**src/rtl/dsp48a1_mac_sequencer.sv**
```systemverilog
// dsp48a1_mac_sequencer
// Drives one DSP48A1 slice (A1/B1/M/P/OPMODE registered) as a signed MAC.
// A job of N operand pairs is streamed into the slice. Each pair carries a
// slot tag that is delayed to line up with the M register and is then turned
// into OPMODE. Bubbles become HOLD slots (X=0, Z=P), so the running sum
// survives gaps in op_valid. After the last pair, the pipeline is drained and
// P is captured into res_data.
module dsp48a1_mac_sequencer #(
  parameter int MUL_LAT = 2,
  parameter int LEN_W   = 8
) (
  input  logic             clk,
  input  logic             rst,
  input  logic             cmd_valid,
  output logic             cmd_ready,
  input  logic [LEN_W-1:0] cmd_len,
  input  logic             op_valid,
  output logic             op_ready,
  input  logic [17:0]      op_a,
  input  logic [17:0]      op_b,
  output logic             res_valid,
  input  logic             res_ready,
  output logic [47:0]      res_data,
  output logic             busy,
  output logic [17:0]      dsp_a,
  output logic [17:0]      dsp_b,
  output logic [7:0]       dsp_opmode,
  input  logic [47:0]      dsp_p
);

  typedef enum logic [1:0] {
    S_IDLE,
    S_STREAM,
    S_DRAIN,
    S_DONE
  } state_t;

  typedef enum logic [1:0] {
    TAG_HOLD,
    TAG_FIRST,
    TAG_ACC
  } tag_t;

  localparam int TAG_STAGES = MUL_LAT - 1;
  localparam int DRAIN_W    = $clog2(MUL_LAT + 3) + 1;
  // The final term reaches P MUL_LAT+1 edges after its accept. The counter
  // runs down to zero, and P is taken on the edge after that.
  localparam logic [DRAIN_W-1:0] DRAIN_LOAD = DRAIN_W'(MUL_LAT + 2);

  localparam logic [7:0] OPM_FIRST = 8'b0000_0001;  // X=M, Z=0
  localparam logic [7:0] OPM_ACC   = 8'b0000_1001;  // X=M, Z=P
  localparam logic [7:0] OPM_HOLD  = 8'b0000_1000;  // X=0, Z=P

  state_t             state_q, state_d;
  logic [LEN_W-1:0]   remaining;
  logic [DRAIN_W-1:0] drain;
  logic               first_pending;
  tag_t               tag_pipe [TAG_STAGES];
  logic               cmd_accept;
  logic               op_accept;
  logic               last_accept;

  assign last_accept = op_accept && (remaining == LEN_W'(1));

  // FSM state register
  always_ff @(posedge clk or posedge rst) begin
    // NOTE: clocked state uses non-blocking assignments, so every register
    // samples pre-edge values no matter what order the statements are in.
    if (rst) state_q <= S_IDLE;
    else     state_q <= state_d;
  end

  // Next-state logic and handshake outputs
  always_comb begin
    // NOTE: every output gets a default first. An unassigned path would
    // otherwise infer a latch.
    state_d    = state_q;
    cmd_ready  = 1'b0;
    op_ready   = 1'b0;
    res_valid  = 1'b0;
    busy       = 1'b1;
    cmd_accept = 1'b0;
    op_accept  = 1'b0;
    case (state_q)
      S_IDLE: begin
        cmd_ready = 1'b1;
        busy      = 1'b0;
        if (cmd_valid) begin
          cmd_accept = 1'b1;
          state_d    = (cmd_len == '0) ? S_DONE : S_STREAM;
        end
      end
      S_STREAM: begin
        op_ready = 1'b1;
        if (op_valid) begin
          op_accept = 1'b1;
          if (remaining == LEN_W'(1)) state_d = S_DRAIN;
        end
      end
      S_DRAIN: begin
        if (drain == '0) state_d = S_DONE;
      end
      S_DONE: begin
        res_valid = 1'b1;
        if (res_ready) state_d = S_IDLE;
      end
      default: state_d = S_IDLE;
    endcase
  end

  // Job bookkeeping: remaining terms, drain countdown and result capture
  always_ff @(posedge clk or posedge rst) begin
    if (rst) begin
      remaining     <= '0;
      drain         <= '0;
      res_data      <= '0;
      first_pending <= 1'b0;
    end else begin
      if (cmd_accept) begin
        remaining     <= cmd_len;
        first_pending <= 1'b1;
        if (cmd_len == '0) res_data <= '0;
      end
      if (op_accept) begin
        remaining     <= remaining - LEN_W'(1);
        first_pending <= 1'b0;
      end
      if (last_accept) drain <= DRAIN_LOAD;
      if (state_q == S_DRAIN) begin
        if (drain == '0) res_data <= dsp_p;
        else             drain    <= drain - DRAIN_W'(1);
      end
    end
  end

  // Operand registers plus the slot-tag delay line and the OPMODE register
  always_ff @(posedge clk or posedge rst) begin
    if (rst) begin
      dsp_a      <= '0;
      dsp_b      <= '0;
      dsp_opmode <= OPM_HOLD;
      // NOTE: this small delay line is reset element by element. It must
      // come up as HOLD so that no stray product reaches P.
      for (int i = 0; i < TAG_STAGES; i++) tag_pipe[i] <= TAG_HOLD;
    end else begin
      dsp_a <= op_accept ? op_a : '0;
      dsp_b <= op_accept ? op_b : '0;
      if (!op_accept)         tag_pipe[0] <= TAG_HOLD;
      else if (first_pending) tag_pipe[0] <= TAG_FIRST;
      else                    tag_pipe[0] <= TAG_ACC;
      for (int i = 1; i < TAG_STAGES; i++) tag_pipe[i] <= tag_pipe[i-1];
      case (tag_pipe[TAG_STAGES-1])
        TAG_FIRST: dsp_opmode <= OPM_FIRST;
        TAG_ACC:   dsp_opmode <= OPM_ACC;
        default:   dsp_opmode <= OPM_HOLD;
      endcase
    end
  end

endmodule

```
**config.mk**
```make
export PLATFORM = sky130hd
export DESIGN_NAME = dsp48a1_mac_sequencer
export DESIGN_NICKNAME = d
export VERILOG_FILES = /design/src/rtl/dsp48a1_mac_sequencer.sv
export SDC_FILE = /design/constraint.sdc
export NUM_CORES = 1
export LEC_CHECK = 0
export ABC_AREA = 1
export CORE_ASPECT_RATIO = 1.75
export CORE_UTILIZATION = 40
export DETAILED_ROUTE_END_ITERATION = 7
export MAX_ROUTING_LAYER = met4
export PLACE_DENSITY = 0.77
export SLEW_MARGIN = 20
export SYNTH_ARGS = -nofsm -noshare
export SYNTH_HDL_FRONTEND = slang
export SYNTH_SLANG_ARGS = --single-unit
```
**constraint.sdc**
```tcl
create_clock -name clk -period 7.52 [get_ports clk]
set_input_delay 1.88 -clock clk [delete_from_list [all_inputs] [get_ports clk]]
set_output_delay 1.88 -clock clk [all_outputs]
set_load 0.005 [all_outputs]
```
==> results.json <==
{
  "leakagePower_nw": 3.36,
  "dpl-instance-area_um2": 6250,
  "hold_path_class": "flip-flop to flip-flop",
  "critPathMaxStageDelay_ps": 490,
  "final_cell_count_no_fill": 808,
  "cts_hold_buf": 0,
  "final_util": 0.618,
  "drt-initial-drc-count": 114,
  "wl_met3_um": 659,
  "synth_top_area_cell": "dfrtp_1",
  "final_common_cell": "clkdlybuf4s50_1",
  "antenna_found_initial": 0,
  "n_antenna_cell": 0,
  "routed-via-count": 3786,
  "post-place-ws_ps": 3890,
  "final_area_um2": 6570,
  "ys_ff_latch": 103,
  "fillerInstances": 923,
  "crit_chain": "inv_1 -> ha_1 -> inv_1 -> clkdlybuf4s50_1",
  "power.density_nw_per_um2": 287,
  "post_drt_via_cell_ratio": 4.69,
  "synth_cell_type_count": 26,
  "syn_avg_cell_area_um2": 8.83,
  "clk_pin_slew_ps": 70,
  "relSlewSlack": 0.389,
  "synth_seq_area_share": 0.590,
  "cts_tree": "done",
  "cp-end-kind": "output port",
  "synth_area_um2": 4370,
  "setup_viol": 0,
  "grt_first_pass_wirelength_mm": 17.3,
  "fmax_mhz": 281,
  "ir_drop_mv": 0.178,
  "die_x_um": 81.0,
  "highest-signal-layer": "met4",
  "clkSinkCount": 103,
  "rsz0062_at_grt": "no",
  "outcome": "complete, no violations",
  "wl_mm": 10.9,
  "wire_per_inst_um": 13.5,
  "startpoint_type": "flip-flop",
  "fin_ws_ps": 3960,
  "htree_levels": 3,
  "wl_met1_mm": 4.03,
  "period_share": 0.473,
  "grt_max_degree": 53,
  "final-max-slew-violation-count": 0,
  "path_max_fanout": 4,
  "rows": 50,
  "synthCells": 495,
  "fin_worst_skew_ps": 6.25,
  "crit_required_ps": 5640,
  "final_nets": 779,
  "synth_area_leaders": "dfrtp_1 58%, nand2_1 11%, nand3_1 6.8%",
  "arrival_ps": 1680,
  "hpwl_mm": 8.25,
  "worst_slew_pin_slew_ps": 914,
  "layout_min_cycle_time_ps": 3560,
  "drt_first_pass_iters": 4,
  "final_cell_mix": "186 x clkdlybuf4s50_1, 133 x nand2_1, 102 x dfrtp_1",
  "grt_pass1_vias": 3777,
  "design.portCount": 193,
  "drc": 0,
  "dieArea_um2": 11400,
  "die_h_um": 140,
  "maxCapViolations": 0,
  "slowest_stage": "clkdlybuf4s50_1",
  "overflow": 0,
  "met2_length_mm": 5.87,
  "worstSetupPathType": "flip-flop to output port",
  "dp_cells": 792,
  "initial_core_util": 0.411,
  "cts_made_buffers": 9,
  "worst_skew_pair.late_latency_ps": 330,
  "cts_root_buf": "clkbuf_16",
  "place_congestion": 0.857,
  "yosysTopAreaCellShare": 0.584,
  "grt_usage": 0.204,
  "post_cts_buffers": 0,
  "ant_nets": 0,
  "drive_above_1_share": 0.0428,
  "syn2layout_area_growth_pct": 50.3,
  "finalHoldViolations": 0,
  "clock_path_buffers": 2,
  "portBuffers": 186,
  "core_area_um2": 10600,
  "tns_ps": 0,
  "cts_resized": 0,
  "crit_top_cell": "inv_1",
  "ys_warn_count": 0
}
[cell type report]
class                           count  area (um^2)  share of cell area
Inverter                           74          280              0.0427
Multi-Input combinational cell    296         1340               0.204
Clock inverter                      6         92.6              0.0141
Sequential cell                   103         2580               0.392
Clock buffer                       10          229              0.0348
Timing Repair Buffer              189         1880               0.287
Tap cell                          130          163              0.0248
[state kept, by name, indices dropped and copies added (netlist names)]
signal	count
dsp_b	18
dsp_a	18
remaining	8
res_data	48
tag_pipe	2
state_q	2
drain	4
dsp_opmode	2
first_pending	1
[routing by layer]
layer | vias to the layer above | global-route usage
li1 | 1852 | -
met1 | 1785 | 0.206
met2 | 126 | 0.364
met3 | 23 | 0.0469
met4 | 0 | 0.0865
met5 | - | -
[cells by family (layout without fill, tap and decap cells)]
| group | count (synthesis) | count (layout) | share of synthesized area |
|---|---|---|---|
| simple gates | 253 | 253 | 0.240 |
| flops | 103 | 103 | 0.590 |
| buf+inv | 101 | 279 | 0.107 |
| compound gates | 27 | 27 | 0.0349 |
| fa+ha+maj | 9 | 9 | 0.0258 |
| other cells | 1 | 6 | 0.000858 |
| xor+xnor | 1 | 1 | 0.00200 |
[power breakdown]
part | switching [W] | leakage [nW] | internal [W]
logic | 0.000293 | 1.84 | 0.000328
clock network | 0.000202 | 0.155 | 0.000295
registers | 0.0000803 | 1.37 | 0.000688
[synthesized netlist by cell type]
cell type and n:
o221ai_1 2, ha_1 9, dfrtp_1 102, o21ai_0 16, a31oi_1 1, a211oi_1 1
nand3_2 2, nand3_1 59, nand2_1 133, nand4_1 1, dfstp_2 1, inv_2 3
a21oi_1 4, nor2_1 54, buf_2 11, buf_4 6, o21ai_2 1, nand2_2 2
o22ai_1 2, xor2_1 1, conb_1 1, nor2_2 1, buf_6 7, inv_1 71
nor3_1 1, clkbuf_1 3
[worst max-delay path, delay by kind of cell (launching register included)]
family / cells / cell delay, ps
fa+ha+maj: 1 / 260
buf+inv: 3 / 670
flops: 1 / 410
[final timing paths]
check                         startpoint          end  slack, ps  cells past startpoint
max                           state_q[0]         busy       3960                      4
min                        first_pending  tag_pipe[1]        460                      1
max reg2reg                     drain[0]  res_data[3]       4940                      8
min reg2reg                first_pending  tag_pipe[1]        460                      1
max in group asynchronous            rst    dsp_b[16]       4440                      3
min in group asynchronous            rst    dsp_b[13]       1970                      2
[through the flow]
step | power [W] | hold slack [ps]
2_1_floorplan | 0.00107 | 420
3_3_place_gp | 0.00138 | 439
3_5_place_dp | 0.00140 | 447
4_1_cts | 0.00191 | 459
5_1_grt | 0.00201 | 486
6_report | 0.00189 | 456
No activity file was read; power rests on OpenSTA's default activity.
